**src/rtl/alu_pkg.sv**
```systemverilog
// Shared ALU definitions: op encodings and the NZCV flag bundle used by the
// pipelined adder/subtractor.
package alu_pkg;

    localparam logic [1:0] OP_ADD = 2'b00;
    localparam logic [1:0] OP_SUB = 2'b01;
    localparam logic [1:0] OP_ADC = 2'b10;
    localparam logic [1:0] OP_SBB = 2'b11;

    typedef struct packed {
        logic carry;
        logic zero;
        logic neg;
        logic ovf;
    } flags_t;

    // Subtracting forms invert B and feed the chain through the carry-in.
    function automatic logic op_inverts_b(input logic [1:0] op);
        return (op == OP_SUB) || (op == OP_SBB);
    endfunction

endpackage

```
**src/rtl/add_sub_slice.sv**
```systemverilog
// One CHUNK-bit slice of the carry chain: sum, carry-out and a slice-zero
// indication for the running zero flag.
module add_sub_slice #(
    parameter int CHUNK = 8
) (
    input  logic [CHUNK-1:0] a,
    input  logic [CHUNK-1:0] b,
    input  logic             cin,
    output logic [CHUNK-1:0] sum,
    output logic             cout,
    output logic             zero
);

    always_comb begin
        {cout, sum} = {1'b0, a} + {1'b0, b} + {{CHUNK{1'b0}}, cin};
        zero        = (sum == '0);
    end

endmodule

```
**src/rtl/add_sub_pipe.sv**
```systemverilog
// Pipelined adder/subtractor, one CHUNK-bit carry slice per stage, with
// valid/ready back-pressure and NZCV flags. Optional sticky overflow flag is
// built when ADD_SUB_PIPE_STICKY_OVF_EN is defined.
module add_sub_pipe
    import alu_pkg::*;
#(
    parameter int WIDTH = 32,
    parameter int CHUNK = 8
) (
    input  logic             clk,
    input  logic             rst_n,
    input  logic             in_valid,
    output logic             in_ready,
    input  logic [1:0]       op,
    input  logic             cin,
    input  logic [WIDTH-1:0] a,
    input  logic [WIDTH-1:0] b,
    output logic             out_valid,
    input  logic             out_ready,
    output logic [WIDTH-1:0] out,
    output logic             carry,
    output logic             zero,
    output logic             neg,
    output logic             ovf,
    output logic             ovf_sticky,
    input  logic             clr_sticky
);

    localparam int NSTAGE = WIDTH / CHUNK;
    localparam int LAST   = NSTAGE - 1;
    localparam int MSB    = WIDTH - 1;

    // Stage registers: partial result, operands carried forward, carry, zero AND.
    logic             v_q [NSTAGE];
    logic [WIDTH-1:0] r_q [NSTAGE];
    logic [WIDTH-1:0] a_q [NSTAGE];
    logic [WIDTH-1:0] b_q [NSTAGE];
    logic             c_q [NSTAGE];
    logic             z_q [NSTAGE];

    logic             v_in [NSTAGE];
    logic [WIDTH-1:0] r_in [NSTAGE];
    logic [WIDTH-1:0] a_in [NSTAGE];
    logic [WIDTH-1:0] b_in [NSTAGE];
    logic             c_in [NSTAGE];
    logic             z_in [NSTAGE];
    logic [CHUNK-1:0] s_sum  [NSTAGE];
    logic             s_cout [NSTAGE];
    logic             s_zero [NSTAGE];

    logic             stall;
    logic [WIDTH-1:0] b_eff;
    logic             c0;
    flags_t           flags;

    assign stall    = v_q[LAST] && !out_ready;
    assign in_ready = !stall;

    always_comb begin
        b_eff = op_inverts_b(op) ? ~b : b;
        c0    = 1'b0;
        case (op)
            OP_ADD:  c0 = 1'b0;
            OP_SUB:  c0 = 1'b1;
            OP_ADC:  c0 = cin;
            OP_SBB:  c0 = cin;
            default: c0 = 1'b0;
        endcase
    end

    for (genvar k = 0; k < NSTAGE; k++) begin : g_stage
        if (k == 0) begin : g_first
            assign v_in[k] = in_valid;
            assign a_in[k] = a;
            assign b_in[k] = b_eff;
            assign r_in[k] = '0;
            assign c_in[k] = c0;
            assign z_in[k] = 1'b1;
        end else begin : g_next
            assign v_in[k] = v_q[k-1];
            assign a_in[k] = a_q[k-1];
            assign b_in[k] = b_q[k-1];
            assign r_in[k] = r_q[k-1];
            assign c_in[k] = c_q[k-1];
            assign z_in[k] = z_q[k-1];
        end

        add_sub_slice #(.CHUNK(CHUNK)) u_slice (
            .a    (a_in[k][k*CHUNK +: CHUNK]),
            .b    (b_in[k][k*CHUNK +: CHUNK]),
            .cin  (c_in[k]),
            .sum  (s_sum[k]),
            .cout (s_cout[k]),
            .zero (s_zero[k])
        );
    end

    // Data registers load only behind a valid token so idle inputs never reach out.
    always_ff @(posedge clk) begin
        if (!rst_n) begin
            for (int i = 0; i < NSTAGE; i++) begin
                v_q[i] <= 1'b0;
                r_q[i] <= '0;
                a_q[i] <= '0;
                b_q[i] <= '0;
                c_q[i] <= 1'b0;
                z_q[i] <= 1'b0;
            end
        end else if (!stall) begin
            for (int i = 0; i < NSTAGE; i++) begin
                v_q[i] <= v_in[i];
                if (v_in[i]) begin
                    r_q[i]                  <= r_in[i];
                    r_q[i][i*CHUNK +: CHUNK] <= s_sum[i];
                    a_q[i]                  <= a_in[i];
                    b_q[i]                  <= b_in[i];
                    c_q[i]                  <= s_cout[i];
                    z_q[i]                  <= z_in[i] & s_zero[i];
                end
            end
        end
    end

    assign flags.carry = c_q[LAST];
    assign flags.zero  = z_q[LAST];
    assign flags.neg   = r_q[LAST][MSB];
    assign flags.ovf   = (a_q[LAST][MSB] == b_q[LAST][MSB]) &&
                         (r_q[LAST][MSB] != a_q[LAST][MSB]);

    assign out_valid = v_q[LAST];
    assign out       = r_q[LAST];
    assign carry     = flags.carry;
    assign zero      = flags.zero;
    assign neg       = flags.neg;
    assign ovf       = flags.ovf;

`ifdef ADD_SUB_PIPE_STICKY_OVF_EN
    logic sticky_q;

    // Set has priority over clear when both land in the same cycle.
    always_ff @(posedge clk) begin
        if (!rst_n) begin
            sticky_q <= 1'b0;
        end else if (out_valid && out_ready && flags.ovf) begin
            sticky_q <= 1'b1;
        end else if (clr_sticky) begin
            sticky_q <= 1'b0;
        end
    end

    assign ovf_sticky = sticky_q;
`else
    logic unused_clr_sticky;

    assign unused_clr_sticky = clr_sticky;
    assign ovf_sticky        = 1'b0;
`endif

endmodule

```
**config.mk**
```make
export PLATFORM = sky130hd
export DESIGN_NAME = add_sub_pipe
export DESIGN_NICKNAME = d
export VERILOG_FILES = /design/src/rtl/alu_pkg.sv /design/src/rtl/add_sub_slice.sv /design/src/rtl/add_sub_pipe.sv
export SDC_FILE = /design/constraint.sdc
export NUM_CORES = 1
export LEC_CHECK = 0
export BUFFER_PORTS_ARGS = -buffer_cell sky130_fd_sc_hd__buf_2
export CAP_MARGIN = 40
export CORE_MARGIN = 10
export CORE_UTILIZATION = 55
export DETAILED_ROUTE_END_ITERATION = 10
export PLACE_DENSITY = 0.82
export SYNTH_ARGS = -nofsm -noshare
export SYNTH_HDL_FRONTEND = slang
export SYNTH_SLANG_ARGS = --single-unit
```
**constraint.sdc**
```tcl
create_clock -name clk -period 11.22 [get_ports clk]
set_input_delay 1.683 -clock clk [delete_from_list [all_inputs] [get_ports clk]]
set_output_delay 1.683 -clock clk [all_outputs]
set_load 0.01 [all_outputs]
```
==> results of run 1 <==
==> layer usage <==
layer | up-vias | share of wire, %
met5 | - | 0.063
met4 | 2 | 1.8
met3 | 21 | 4.8
met2 | 150 | 49
met1 | 2192 | 45
li1 | 2428 | -
==> how the worst max path moves through the flow <==
stage	start	end	cells after the start
finish	out_ready	in_ready	4
global route	op[0]	z_q[0]	11
CTS	out_ready	in_ready	4
detailed placement	op[0]	z_q[0]	11
global placement	op[0]	z_q[0]	11
floorplan	out_ready	a_q[3][31]	2
==> cell families (layout without fill, tap and decap cells) <==
kind of cell | count (synthesis) | after routing | synth area share [%]
fa+ha+maj | 36 | 36 | 5.936
xor+xnor | 49 | 49 | 4.991
other cells | 1 | 1 | 0.04361
flops | 190 | 190 | 65.30
compound gates | 73 | 73 | 5.951
mux | 1 | 1 | 0.1164
buf+inv | 45 | 165 | 2.270
simple gates | 237 | 237 | 15.39
==> cells in the final DEF, fill, tap and decap left out, types with 3 or more instances in the layout <==
cell,count
sky130_fd_sc_hd__a21boi_0,3
sky130_fd_sc_hd__a21o_1,4
sky130_fd_sc_hd__a21oi_1,14
sky130_fd_sc_hd__and2_1,133
sky130_fd_sc_hd__and3_1,4
sky130_fd_sc_hd__buf_2,108
sky130_fd_sc_hd__clkbuf_16,17
sky130_fd_sc_hd__clkinv_4,3
sky130_fd_sc_hd__dfxtp_1,9
sky130_fd_sc_hd__edfxtp_1,181
sky130_fd_sc_hd__fa_1,8
sky130_fd_sc_hd__ha_1,28
sky130_fd_sc_hd__inv_1,17
sky130_fd_sc_hd__inv_6,5
sky130_fd_sc_hd__inv_8,3
sky130_fd_sc_hd__nand2_1,9
sky130_fd_sc_hd__nand3_1,7
sky130_fd_sc_hd__nand4b_1,3
sky130_fd_sc_hd__nor2_1,57
sky130_fd_sc_hd__nor2b_1,4
sky130_fd_sc_hd__nor3_1,6
sky130_fd_sc_hd__o21a_1,7
sky130_fd_sc_hd__o21ai_0,16
sky130_fd_sc_hd__o21ai_1,4
sky130_fd_sc_hd__o21bai_1,3
sky130_fd_sc_hd__o2bb2ai_1,3
sky130_fd_sc_hd__xnor2_1,32
sky130_fd_sc_hd__xor2_1,17
==> where the power goes <==
part           leakage, nW  internal (W)  switching [W]
logic                 1.74     0.0000679      0.0000919
registers             2.01      0.000823      0.0000121
clock network        0.268      0.000291       0.000262
total                 4.01       0.00118       0.000366
==> tightest hold or removal path, delay by kind of cell (launching register included) <==
family,cells,cell delay [ns]
flops,1,0.33
simple gates,1,0.06
compound gates,1,0.05
==> area by class of cell <==
cell class                      count  area share [%]
Clock buffer                       17           4.281
Clock inverter                     15           1.284
Inverter                           19          0.7177
Multi-Input combinational cell    397           28.18
Sequential cell                   190           56.51
Tap cell                          211           2.657
Timing Repair Buffer              114           6.371
==> stage by stage <==
stage	std cells	power [W]	area [sq um]
final	963	0.001549	9937
after global routing	963	0.001610	9937
after CTS	963	0.001556	9937
after detailed placement	931	0.001010	9384
after global placement	927	0.0009971	9306
after floorplan	632	0.0009588	8600
==> sequential cells by signal, indices dropped and copies added, names as in the netlist <==
name,flops
r_q,80
a_q,49
b_q,49
c_q,4
v_q,4
z_q,4
==> results by stage, run 1 <==
Routing:
- The DRC violation count after routing is 0.
- The post-detailed-route via-to-cell ratio is 4.977.
- The routed layout has 4793 vias.
- For this block, the initial DRC count from the detailed router was 358.
- Once detail routing completed, the nets flagged for antenna violations numbered 0.
- The wire length per cell is 14.72 microns.
- The total wirelength of the detailed-routed design is 14180 microns.
- For this run, the detailed router's first-pass iteration total came to 5.

Critical path:
- The signal on the critical path passes through buf_2 -> nor2b_4 -> inv_2 -> buf_2.
- The critical path startpoint category is an input pin.
- The cell repeated most along the worst path is sky130_fd_sc_hd__buf_2.
- The critical path contains buffers and inverters numbering 3 combined.
- Among cell families on the critical path, the largest total delay comes from buffers and inverters.
- The register-to-register path setup slack is 8.84 ns.
- The worst-path maximum fanout is 11.
- The count of cells along the worst register-to-register path is 9.
- Data on the critical path is required at its endpoint by 9.54 ns.
- The end of the worst register-to-register path is z_q[3].
- The largest single stage delay on the critical path is 0.22 ns.
- Data on the critical path arrives at its endpoint at 2.35 ns.
- The startpoint of the worst-slack reg-to-reg timing path is a_q[2][24].
- The master of the slowest instance on the critical path is sky130_fd_sc_hd__nor2b_4.
- STA classifies the critical path endpoint as a primary output.
- The critical path start-end classification is input pin to primary output.

Placement:
- Timing analysis after detailed placement gives a worst setup slack of 6.889 ns.
- The total half-perimeter wirelength after legalization and detailed placement is 10610 microns.
- The congestion estimate from routability-driven global placement came to 0.8334.
- The count of port buffers added during placement is 108.

STA:
- The final critical-path share of the clock period is 35.97%.
- The highest clock frequency the design can meet is 247.8 MHz.
- Final hold analysis gives a worst-case slack of 0.4771 ns.
- Once routing completed, OpenROAD measured the worst setup slack at 7.184 ns.
- The number of pins exceeding their max-slew limit in the final report is 0.
- In the final timing run, aggregate negative setup slack is 0 ns.
- Setup repair after global routing left no endpoint under its margin.
- The post-route clock skew is 0.009442 ns.
- Counting I/O delays and the setup requirement, the final critical path takes 4.036 ns.
- Measured against its own limit, the worst slew margin works out to 41.72%.
- The number of endpoints with negative hold slack in the final report is 0.
- The number of failing setup endpoints in the final timing report is 0.
- At the pin with the least slew margin, the transition time is 0.8743 ns.

Synth:
- The top cell type by area accounts for 63.20% of the synthesized area.
- For this run, the number of Yosys warnings is 0.
- The total standard cell area after synthesis is 8599 sq um.
- The post-synthesis cell type with the largest combined area is sky130_fd_sc_hd__edfxtp_1.
- Sorting the synthesized cells by area gives the leading types as sky130_fd_sc_hd__edfxtp_1 (63%), sky130_fd_sc_hd__and2_1 (9.7%), sky130_fd_sc_hd__ha_1 (4.1%).
- The async set-reset flop share out of synthesis is 0%.
- After technology mapping, the gate count stands at 632.
- Sorting the synthesized cells by how often they occur yields sky130_fd_sc_hd__edfxtp_1 (181), sky130_fd_sc_hd__and2_1 (133), sky130_fd_sc_hd__nor2_1 (57), sky130_fd_sc_hd__xnor2_1 (32), sky130_fd_sc_hd__ha_1 (28).
- The synthesized netlist net count is 740.
- The total of flip-flops plus latches after synthesis is 190.
- The number of enable-type register cells in the synthesized netlist is 181.
- For this run, the leading register cell type out of synthesis is sky130_fd_sc_hd__edfxtp_1.
- Among all cell types in the netlist, the one instantiated most often is sky130_fd_sc_hd__edfxtp_1.
- The synthesized area divided by synthesized cell count is 13.61 sq um.
- The count of different cell masters after synthesis is 56.
- Of the synthesized area, sequential elements account for 65.30%.

Finish:
- The count of nets after finishing is 847.
- Fill cells in the final layout number 1070.
- The area of the multi-input gates is 2800 sq um.
- The share of post-route cells with drive strength above 1 is 21.14%.
- The final cell utilization of the core is 65.13%.
- The sequential standard cell area is 5615 sq um.
- The number of antenna diodes in the final layout is 0.
- The synthesis-to-finish area growth is 15.55%.

Pwr:
- The highest ir drop seen on vdd is 0.1015 mV.
- The analysis attributes to cell leakage a power of 4.014 nW.
- The power density normalized to cell area is 155.9 nW/um^2.

Floorplan:
- The core box area is 15260 sq um.
- For this configuration, the core starts out at a cell density of 56.36%.
- The initialized floorplan defines 45 standard-cell rows.
- Pin placement for this block handled 111 I/O pins.
- The full die area is 21040 sq um.
- The height of the die is 145.0 microns.
- The overall die width is 145.0 microns.

CTS:
- The number of levels the H-tree was split into is 4.
- The number of gates resized after CTS was 0.
- Clock tree synthesis inserted a total of 17 buffers.
- The number of hold buffers added after CTS is 0.
- The clock transition at the registers of the reported paths is 0.07 ns.
- The number of setup buffers added after CTS is 0.
- The deepest clock path buffer count is 2.
- The buffer cell driving the clock tree root is sky130_fd_sc_hd__clkbuf_16.
- The tree built by TritonCTS fans out to 190 sinks.
- At the later pin of the worst-skew pair, clock insertion delay measures 0.42 ns.
- The clock tree from TritonCTS is done.

Run status:
- The run finished with clean final reports.

GRT:
- Global routing used 13.60% of the available tracks across all layers.
- The most congested layer reported by global routing is met2.
- For this run, global-route usage on met1 was measured as 16.89%.
- The number of antenna violations at the first check in global routing was 1.
- The met3 capacity usage during global routing is 3.819%.
- Entering global routing, the biggest net connects 41 pins.
- The total overflow left after global routing is 0.
- The via count of the first global-routing pass is 4943.
- The first global-routing pass estimated 23630 microns of wire.
- The met2 demand-to-capacity share in global routing is 21.87%.

Run:
- Across the run, the number of max-cap violations was 0.

Hold path:
- The number of cells on the worst hold path is 2.
- The worst hold path begins at z_q[2].
- The path type of the worst min-delay path is flop to flop.
- For hold timing, the worst endpoint is z_q[2].
Power figures use the tool's default switching activity.
==> run 2: changes to the inputs <==
--- a/config.mk
+++ b/config.mk
@@ -5,12 +5,13 @@
 export SDC_FILE = /design/constraint.sdc
 export NUM_CORES = 1
 export LEC_CHECK = 0
+export ABC_AREA = 1
 export BUFFER_PORTS_ARGS = -buffer_cell sky130_fd_sc_hd__buf_2
 export CAP_MARGIN = 40
 export CORE_MARGIN = 10
-export CORE_UTILIZATION = 55
+export CORE_UTILIZATION = 53
 export DETAILED_ROUTE_END_ITERATION = 10
-export PLACE_DENSITY = 0.82
+export PLACE_DENSITY = 0.83
 export SYNTH_ARGS = -nofsm -noshare
 export SYNTH_HDL_FRONTEND = slang
 export SYNTH_SLANG_ARGS = --single-unit
==> constraint.sdc (replaced) <==
create_clock -name clk -period 3.7 [get_ports clk]
set_input_delay 0.555 -clock clk [delete_from_list [all_inputs] [get_ports clk]]
set_output_delay 0.555 -clock clk [all_outputs]
set_load 0.01 [all_outputs]
==> results by stage, run 2 <==
Run status:
- The flow ran to the end, and the final reports show no timing, DRC or antenna violations.

CTS:
- The clock tree from TritonCTS is done.
- In this run the clock root is driven by a sky130_fd_sc_hd__clkbuf_16.
- The post-CTS setup buffer count is 0.
- The total of cells resized after clock tree synthesis is 0.
- The deepest clock path buffer count is 2.
- For this design, the CTS-stage hold fixing added 0 buffers.
- The insertion delay of the later-clocked pin in the worst-skew pair is 0.43 ns.
- CTS built an H-tree with a depth of 4.
- The total number of clock tree sinks is 190.
- The total clock buffers created by CTS is 17.
- The clock transition at the registers of the reported paths is 0.06 ns.

Pwr:
- The share of total power in combinational logic is 12.0%.
- The clock power share is 34.4%.
- The power density normalized to cell area is 454.6 nW/um^2.
- VDD sags by at most 0.3798 mV.
- The internal power of the cells is 0.003627 W.
- Summed over all cells, the static leakage comes to 4.813 nW.
- The sequential share of power is 53.6%.
- Of the total power, the share spent switching nets is 23.57%.
- The net switching power figure is 0.001119 W.

STA:
- Setup total negative slack on the finished layout was measured at 0 ns.
- The final critical-path required period is 2.331 ns.
- Setup repair after global routing left no endpoint under its margin.
- Headroom to the max-slew limit came out at 39.99%.
- Setup violations remaining at the end of the flow were counted as 0.
- The final critical-path setup slack is 1.369 ns.
- The slew at the pin with the worst max-slew slack is 0.8968 ns.
- The number of pins exceeding their max-slew limit in the final report is 0.
- The post-route clock skew is 0.005628 ns.
- The number of endpoints with negative hold slack in the final report came to 0.
- The highest clock frequency the design can meet is 429.0 MHz.
- After layout, the worst path uses 63.01% of the clock period.

Critical path:
- The cell repeated most along the worst path is sky130_fd_sc_hd__nor2_1.
- Traced cell by cell, the critical path runs through buf_2 -> xnor2_1 -> fa_1 -> inv_1 -> fa_1 -> nor2_1 -> o21ai_0 -> nor2_1 -> nand3_1 -> nor2_1 -> nand3_1 -> nand2_1.
- The worst-path maximum fanout is 18.
- In this run the critical register-to-register path is launched from a_q[2][24].
- The number of buffers and inverters on the critical path is 2.
- For the worst setup path, the data arrival time is 2.71 ns.
- The master of the slowest instance on the critical path is sky130_fd_sc_hd__fa_1.
- STA puts the critical path data required time at 4.08 ns.
- The critical path runs through a total of 12 cells.
- The count of cells along the worst register-to-register path is 11.
- On the worst path, the slowest cell contributes a delay of 0.44 ns.
- The register-to-register path setup slack is 1.57 ns.
- The critical path startpoint category is an input pin.
- In this design, the largest share of critical-path delay is due to adder cells.
- The capture point of the worst path is z_q[0].
- The worst setup path startpoint is op[0].
- The end of the worst register-to-register path is z_q[3].
- The kind of end point of the critical path is a flop.
- The critical path start-end classification is input pin to flop.

Hold path:
- The tightest min-delay check is of the input pin to flop type.
- The start point of the worst min-delay path is in_valid.

Synth:
- The synthesized design spends more area on one cell type than any other, namely sky130_fd_sc_hd__edfxtp_1.
- The total of flip-flops plus latches after synthesis is 190.
- The number of warnings printed during yosys synthesis is 0.
- The most frequent cell after synthesis is sky130_fd_sc_hd__inv_1.
- The synthesized netlist net count is 1012.
- Ranked by instance count, the synthesized netlist is headed by sky130_fd_sc_hd__inv_1 (200), sky130_fd_sc_hd__nor2_1 (191), sky130_fd_sc_hd__edfxtp_1 (181), sky130_fd_sc_hd__nand2_1 (118), sky130_fd_sc_hd__nand3_1 (44).
- The cell area that synthesis handed to floorplanning was 9072 sq um.
- The gate count after technology mapping is 904.
- In this run the mean area of a mapped cell was 10.04 sq um.
- For this run, the leading register cell type out of synthesis is sky130_fd_sc_hd__edfxtp_1.
- The synthesized design contains 181 enable-type register cells.
- The sequential element share of the synthesized area is 61.89%.
- Of the post-synthesis cell area, the dominant cell type holds 59.91%.
- Ranked by total cell area, the synthesized netlist is headed by sky130_fd_sc_hd__edfxtp_1 (60%), sky130_fd_sc_hd__inv_1 (8.3%), sky130_fd_sc_hd__nor2_1 (7.9%).
- Counting distinct cell types in the post-synthesis netlist gives 29.
- The async set-reset flop share out of synthesis is 0%.

Routing:
- The final route contains 5843 vias.
- The wire length per cell is 12.87 microns.
- For this block, the routed nets add up to 16060 microns of wire.
- The count of nets left with antenna violations once routing finished came out at 0.
- The post-detailed-route via-to-cell ratio is 4.682.
- The violation count after the first detailed-routing iteration is 393.
- The first detailed-routing pass ran for 8 iterations.
- The DRC violation count after routing is 0.

Finish:
- The commonest non-fill, non-tap cell in the layout is sky130_fd_sc_hd__inv_1.
- The final design instance area without fill is 10440 sq um.
- The post-route non-filler standard cell count is 1248.
- The share of post-route cells with drive strength above 1 is 15.00%.
- For this run, the share of the core covered by cells in the final layout is 62.50%.
- The library cells used most frequently in the layout, excluding fill and tap cells, are sky130_fd_sc_hd__inv_1 (200), sky130_fd_sc_hd__nor2_1 (191), sky130_fd_sc_hd__edfxtp_1 (181).
- The synthesis-to-finish area growth is 15.05%.
- The largest registers in the layout are r_q (80), a_q (49), b_q (49).
- The register with the most flip-flops in the layout has 80 of them.
- The final layout contains 1122 nets.
- The register containing the most flip-flops in the final layout is r_q.

Floorplan:
- The number of standard-cell rows in the floorplan is 47.
- 111 I/O pins were placed.
- The initial utilization of the core area, before any placement, comes to 54.32%.
- The height of the die is 150.8 microns.
- The full die area is 22750 sq um.
- The overall die width is 150.8 microns.
- The core region is 16700 sq um.

Placement:
- Summed over all nets, the half-perimeter wirelength after detailed placement is 12010 microns.
- OpenSTA, run right after detailed placement, puts the worst setup slack at 0.8961 ns.
- During placement, the flow inserted port buffers numbering 108.
- At the end of routability-driven placement, the weighted congestion stood at 0.8671.
- The number of placed cells counting well taps is 1215.
- Once placement finished, the instance area stood at 9917 sq um.

GRT:
- The via count of the first global-routing pass was 5790.
- The largest net degree at the start of global routing is 39.
- The combined global-route utilization of all metal layers is 14.72%.
- The first global-routing pass estimated 26790 microns of wire.
- The total overflow left after global routing is 0.
- The number of antenna violations at the first check in global routing was 1.

Run:
- The tool flagged a number of max-cap violations equal to 0.
-- run 2: worst min-delay path, delay by kind of cell --
family / cells / cell delay [ns]
buffers and inverters: 1 / 0.12
AND/OR/NAND/NOR: 2 / 0.13
-- run 2: stage by stage --
| step | total power (W) | hold WS, ns |
|---|---|---|
| after detailed placement | 0.003157 | 0.4850 |
| after CTS | 0.004774 | 0.3856 |
| final | 0.004745 | 0.4058 |
| after floorplan | 0.002983 | 0.4478 |
| after global routing | 0.004967 | 0.4012 |
| after global placement | 0.003125 | 0.4734 |
-- run 2: power groups by stage --
| stage | clock network (W) | logic [W] | registers [W] |
|---|---|---|---|
| global route | 0.00176 | 0.000653 | 0.00256 |
| CTS | 0.00166 | 0.000571 | 0.00255 |
| floorplan | 0 | 0.000388 | 0.00259 |
| detailed placement | 0 | 0.000567 | 0.00259 |
| global placement | 0 | 0.000541 | 0.00258 |
| finish | 0.00163 | 0.000568 | 0.00254 |
-- run 2: cell families after synthesis --
family                     synth area share, %
muxes                                   0.1103
AOI/OAI and AO/OA                        2.151
xor gates and xnor gates                 3.572
other                                  0.04133
adders and majority gates                5.627
buffers and inverters                    9.737
and+or+nand+nor                          16.87
DFF                                      61.89
-- run 2: how the worst min path moves through the flow --
stage / cells past startpoint / endpoint
after global routing: 3 / a_q[0][18]
after floorplan: 2 / z_q[1]
after global placement: 2 / z_q[1]
after detailed placement: 2 / c_q[1]
after CTS: 3 / c_q[0]
final: 3 / c_q[0]
-- run 2: routing by layer --
metal | global-route usage (%) | up-vias | share of wire [%]
li1 | - | 3061 | -
met1 | 18.91 | 2605 | 45
met2 | 22.81 | 150 | 47
met3 | 4.803 | 27 | 7.1
met4 | 5.582 | 0 | 1.8
met5 | 0 | - | 0
-- run 2: area by class of cell --
cell class                      instances  area (sq um)
Fill cell                            1319          6264
Sequential cell                       190          5615
Multi-Input combinational cell        486          2620
Inverter                              202         758.2
Timing Repair Buffer                  117         648.1
Clock buffer                           23         447.9
Tap cell                              220         275.3
Clock inverter                          9         70.07
Antenna cell                            1         2.502
==> run 3: changes to the inputs <==
==> constraint.sdc (replaced) <==
create_clock -name clk -period 1.9 [get_ports clk]
set_input_delay 0.285 -clock clk [delete_from_list [all_inputs] [get_ports clk]]
set_output_delay 0.285 -clock clk [all_outputs]
set_load 0.01 [all_outputs]
==> results by stage, run 3 (same netlist as run 2, synthesis figures left out) <==
Routing:
- The routed metal-1 wire length is 7108 microns.
- The DRC violation count after routing is 0.
- The post-detailed-route via-to-cell ratio is 4.653.
- The wire length per cell is 12.68 microns.
- The uppermost signal routing layer after detailed routing is met4.
- The detailed-route via count is 5933.
- The count of TritonRoute iterations in the first routing pass is 4.
- Summed over all nets, wire length on met2 after detailed routing comes to 7962 microns.
- The detail route stage leaves a number of antenna-violating nets equal to 0.
- The first routing iteration left 381 violations.
- Summed over all layers, the routed wires come to 16170 microns.
- The routed design uses 807 microns of met3 wire.

GRT:
- The first global-routing pass estimated 26360 microns of wire.
- After global routing the overflow that remains totals 0.
- The largest net degree at the start of global routing is 43.
- The via count of the first global-routing pass is 5753.
- The number of antenna violations at the first check in global routing is 1.
- Across every metal layer, demand over resource in global routing totals 14.64%.

STA:
- The number of endpoints with negative hold slack in the final report was 0.
- The number of pins exceeding their max-slew limit in the final report is 0.
- For the final database, setup skew stands at 0.01002 ns.
- Setup repair after global routing could not meet its margin everywhere.
- Setup violations remaining at the end of the flow were counted as 2.
- In this run the tightest slew margin relative to its limit is 66.07%.
- The highest clock frequency the design can meet is 515.8 MHz.
- Once routing completed, OpenROAD measured the worst setup slack at -0.03862 ns.
- At the pin with the least slew margin, the transition time is 0.5089 ns.
- Dividing the final minimum period by the clock period gives 102.0%.
- The final critical-path required period is 1.939 ns.

Critical path:
- The critical path goes through fa_2 -> inv_2 -> fa_2 -> nand2_1 -> nor2_1 -> nand2_1 -> nor2_1 -> nand2_1 -> nor2_1 -> nand3_1 -> nor2_1.
- The delay of the slowest critical-path stage is 0.43 ns.
- The cell repeated most along the worst path is sky130_fd_sc_hd__nor2_1.
- By startpoint and endpoint, the worst setup path is classified as flop to flop.
- The endpoint arrival time on the critical path is 2.13 ns.
- The register-to-register path setup slack is -0.04 ns.
- The number of cells on the worst reg-to-reg path is 11.
- The worst register-to-register path ends at z_q[3].
- The critical path startpoint category is a flop.
- STA classifies the critical path endpoint as a flop.
- The startpoint of the worst-slack reg-to-reg timing path is a_q[2][24].
- In this run the worst path has a maximum fanout of 2.
- The master of the slowest instance on the critical path is sky130_fd_sc_hd__fa_2.
- The data required time at the worst endpoint is 2.09 ns.

Placement:
- After detailed placement, the design holds a cell count of 1240.
- The total half-perimeter wirelength after legalization and detailed placement is 11970 microns.
- The worst setup timing slack at the placement stage is -0.2512 ns.
- At the end of routability-driven placement, the weighted congestion stood at 0.8683.
- Buffers placed on the I/O ports in this run total 108.

Floorplan:
- The die covers 22750 sq um.
- The total area inside the core boundary comes to 16700 sq um.
- During I/O placement, the number of pins put on the boundary was 111.
- In this run the horizontal extent of the chip is 150.8 microns.
- The number of standard-cell rows in the floorplan is 47.
- From bottom edge to top edge, the die measures 150.8 microns.
- The initial core utilization is 54.32%.

Run status:
- The run finished, with violations left.
- The checks that failed: negative setup slack.

Pwr:
- In this run the power density over the cells is 886.0 nW/um^2.
- The static leakage is 4.986 nW.
- The highest ir drop seen on vdd is 0.6972 mV.

CTS:
- The deepest clock path buffer count is 2.
- The buffer cell driving the clock tree root is sky130_fd_sc_hd__clkbuf_16.
- After clock tree synthesis, the flow added hold-fix buffers numbering 0.
- The insertion delay of the later-clocked pin in the worst-skew pair is 0.44 ns.
- TritonCTS built the clock tree.
- The total number of clock tree sinks is 190.
- The number of levels the H-tree was split into is 4.
- The clock transition at the registers of the reported paths is 0.08 ns.
- The total clock buffers created by CTS is 17.

Run:
- The number of max-cap violations is 0.

Finish:
- In the layout the commonest cells are sky130_fd_sc_hd__inv_1 (197), sky130_fd_sc_hd__nor2_1 (191), sky130_fd_sc_hd__edfxtp_1 (181).
- The synthesis-to-finish area growth is 18.99%.
- The register with the most flip-flops in the layout has 80 of them.
- Once layout is complete, the cells apart from fillers number 1275.
- In the final design database the tool counted 1149 nets.
- The library cell used most frequently in the layout, excluding fill and tap cells, is sky130_fd_sc_hd__inv_1.
- The register with the most flip-flops in the final layout is r_q.
- The largest registers in the layout are r_q (80), a_q (49), b_q (49).
- The share of post-route cells with drive strength above 1 is 19.73%.

Hold path:
- The path type of the worst min-delay path is input pin to flop.
- The endpoint with the worst hold slack is c_q[0].
- In this run the most critical hold path is launched from in_valid.
- The worst hold path was traced through 3 stages.
run 3: power breakdown:
group	leakage (nW)	switching, W	internal [W]
clock	0.286	0.00167	0.00175
combinational	2.69	0.000723	0.000482
sequential	2.01	0.0000802	0.00486
run 3: worst max-delay path, delay by kind of cell, from the launching register on:
kind	cells	cell delay (ns)
fa+ha+maj	2	0.82
simple gates	8	0.41
flops	1	0.41
buf+inv	1	0.07
run 3: how the worst max path moves through the flow:
stage | startpoint | slack [ns] | cells past startpoint | end
CTS | b_q[0][88] | -0.06 | 11 | z_q[3]
finish | a_q[2][24] | -0.04 | 11 | z_q[3]
floorplan | v_q[3] | -0.21 | 3 | a_q[2][24]
global route | a_q[2][24] | -0.16 | 11 | z_q[3]
global placement | op[0] | -0.21 | 12 | z_q[0]
detailed placement | op[0] | -0.25 | 12 | z_q[0]
run 3: area by class of cell:
class	count	area (sq um)
inverters	202	758.2
well taps	220	275.3
diodes	1	2.502
multi-input cells	486	2693
flip-flops and latches	190	5619
fillers	1292	5906
repair buffers	144	873.3
clock buffers	17	425.4
clock inverters	15	148.9
run 3: repair_timing:
item | in CTS | in global routing
setup endpoints to repair | 5 | 7
resized for setup | 4 | 11
endpoints found under the hold margin | 0 | 0
buffers inserted | 1 | 1
pin swaps | 2 | 5
run 3: stage by stage:
stage / power [W] / setup TNS (ns) / area (sq um) / utilization, % / hold slack [ns]
2_1_floorplan: 0.005820 / -12.23 / 9145 / - / 0.4163
3_3_place_gp: 0.006164 / -0.6277 / 10140 / 60.71 / 0.4786
3_5_place_dp: 0.006213 / -1.040 / 10160 / 60.83 / 0.4609
4_1_cts: 0.009606 / -0.07762 / 10750 / 64.35 / 0.08810
5_1_grt: 0.009956 / -0.3631 / 10790 / 64.62 / 0.1330
6_report: 0.009565 / -0.04079 / 10800 / 64.64 / 0.1097
run 3: metal layers:
metal / vias to the layer above / global-route usage, %
li1: 3113 / -
met1: 2679 / 17.42
met2: 118 / 24.56
met3: 23 / 4.027
met4: 0 / 6.112
met5: - / 0
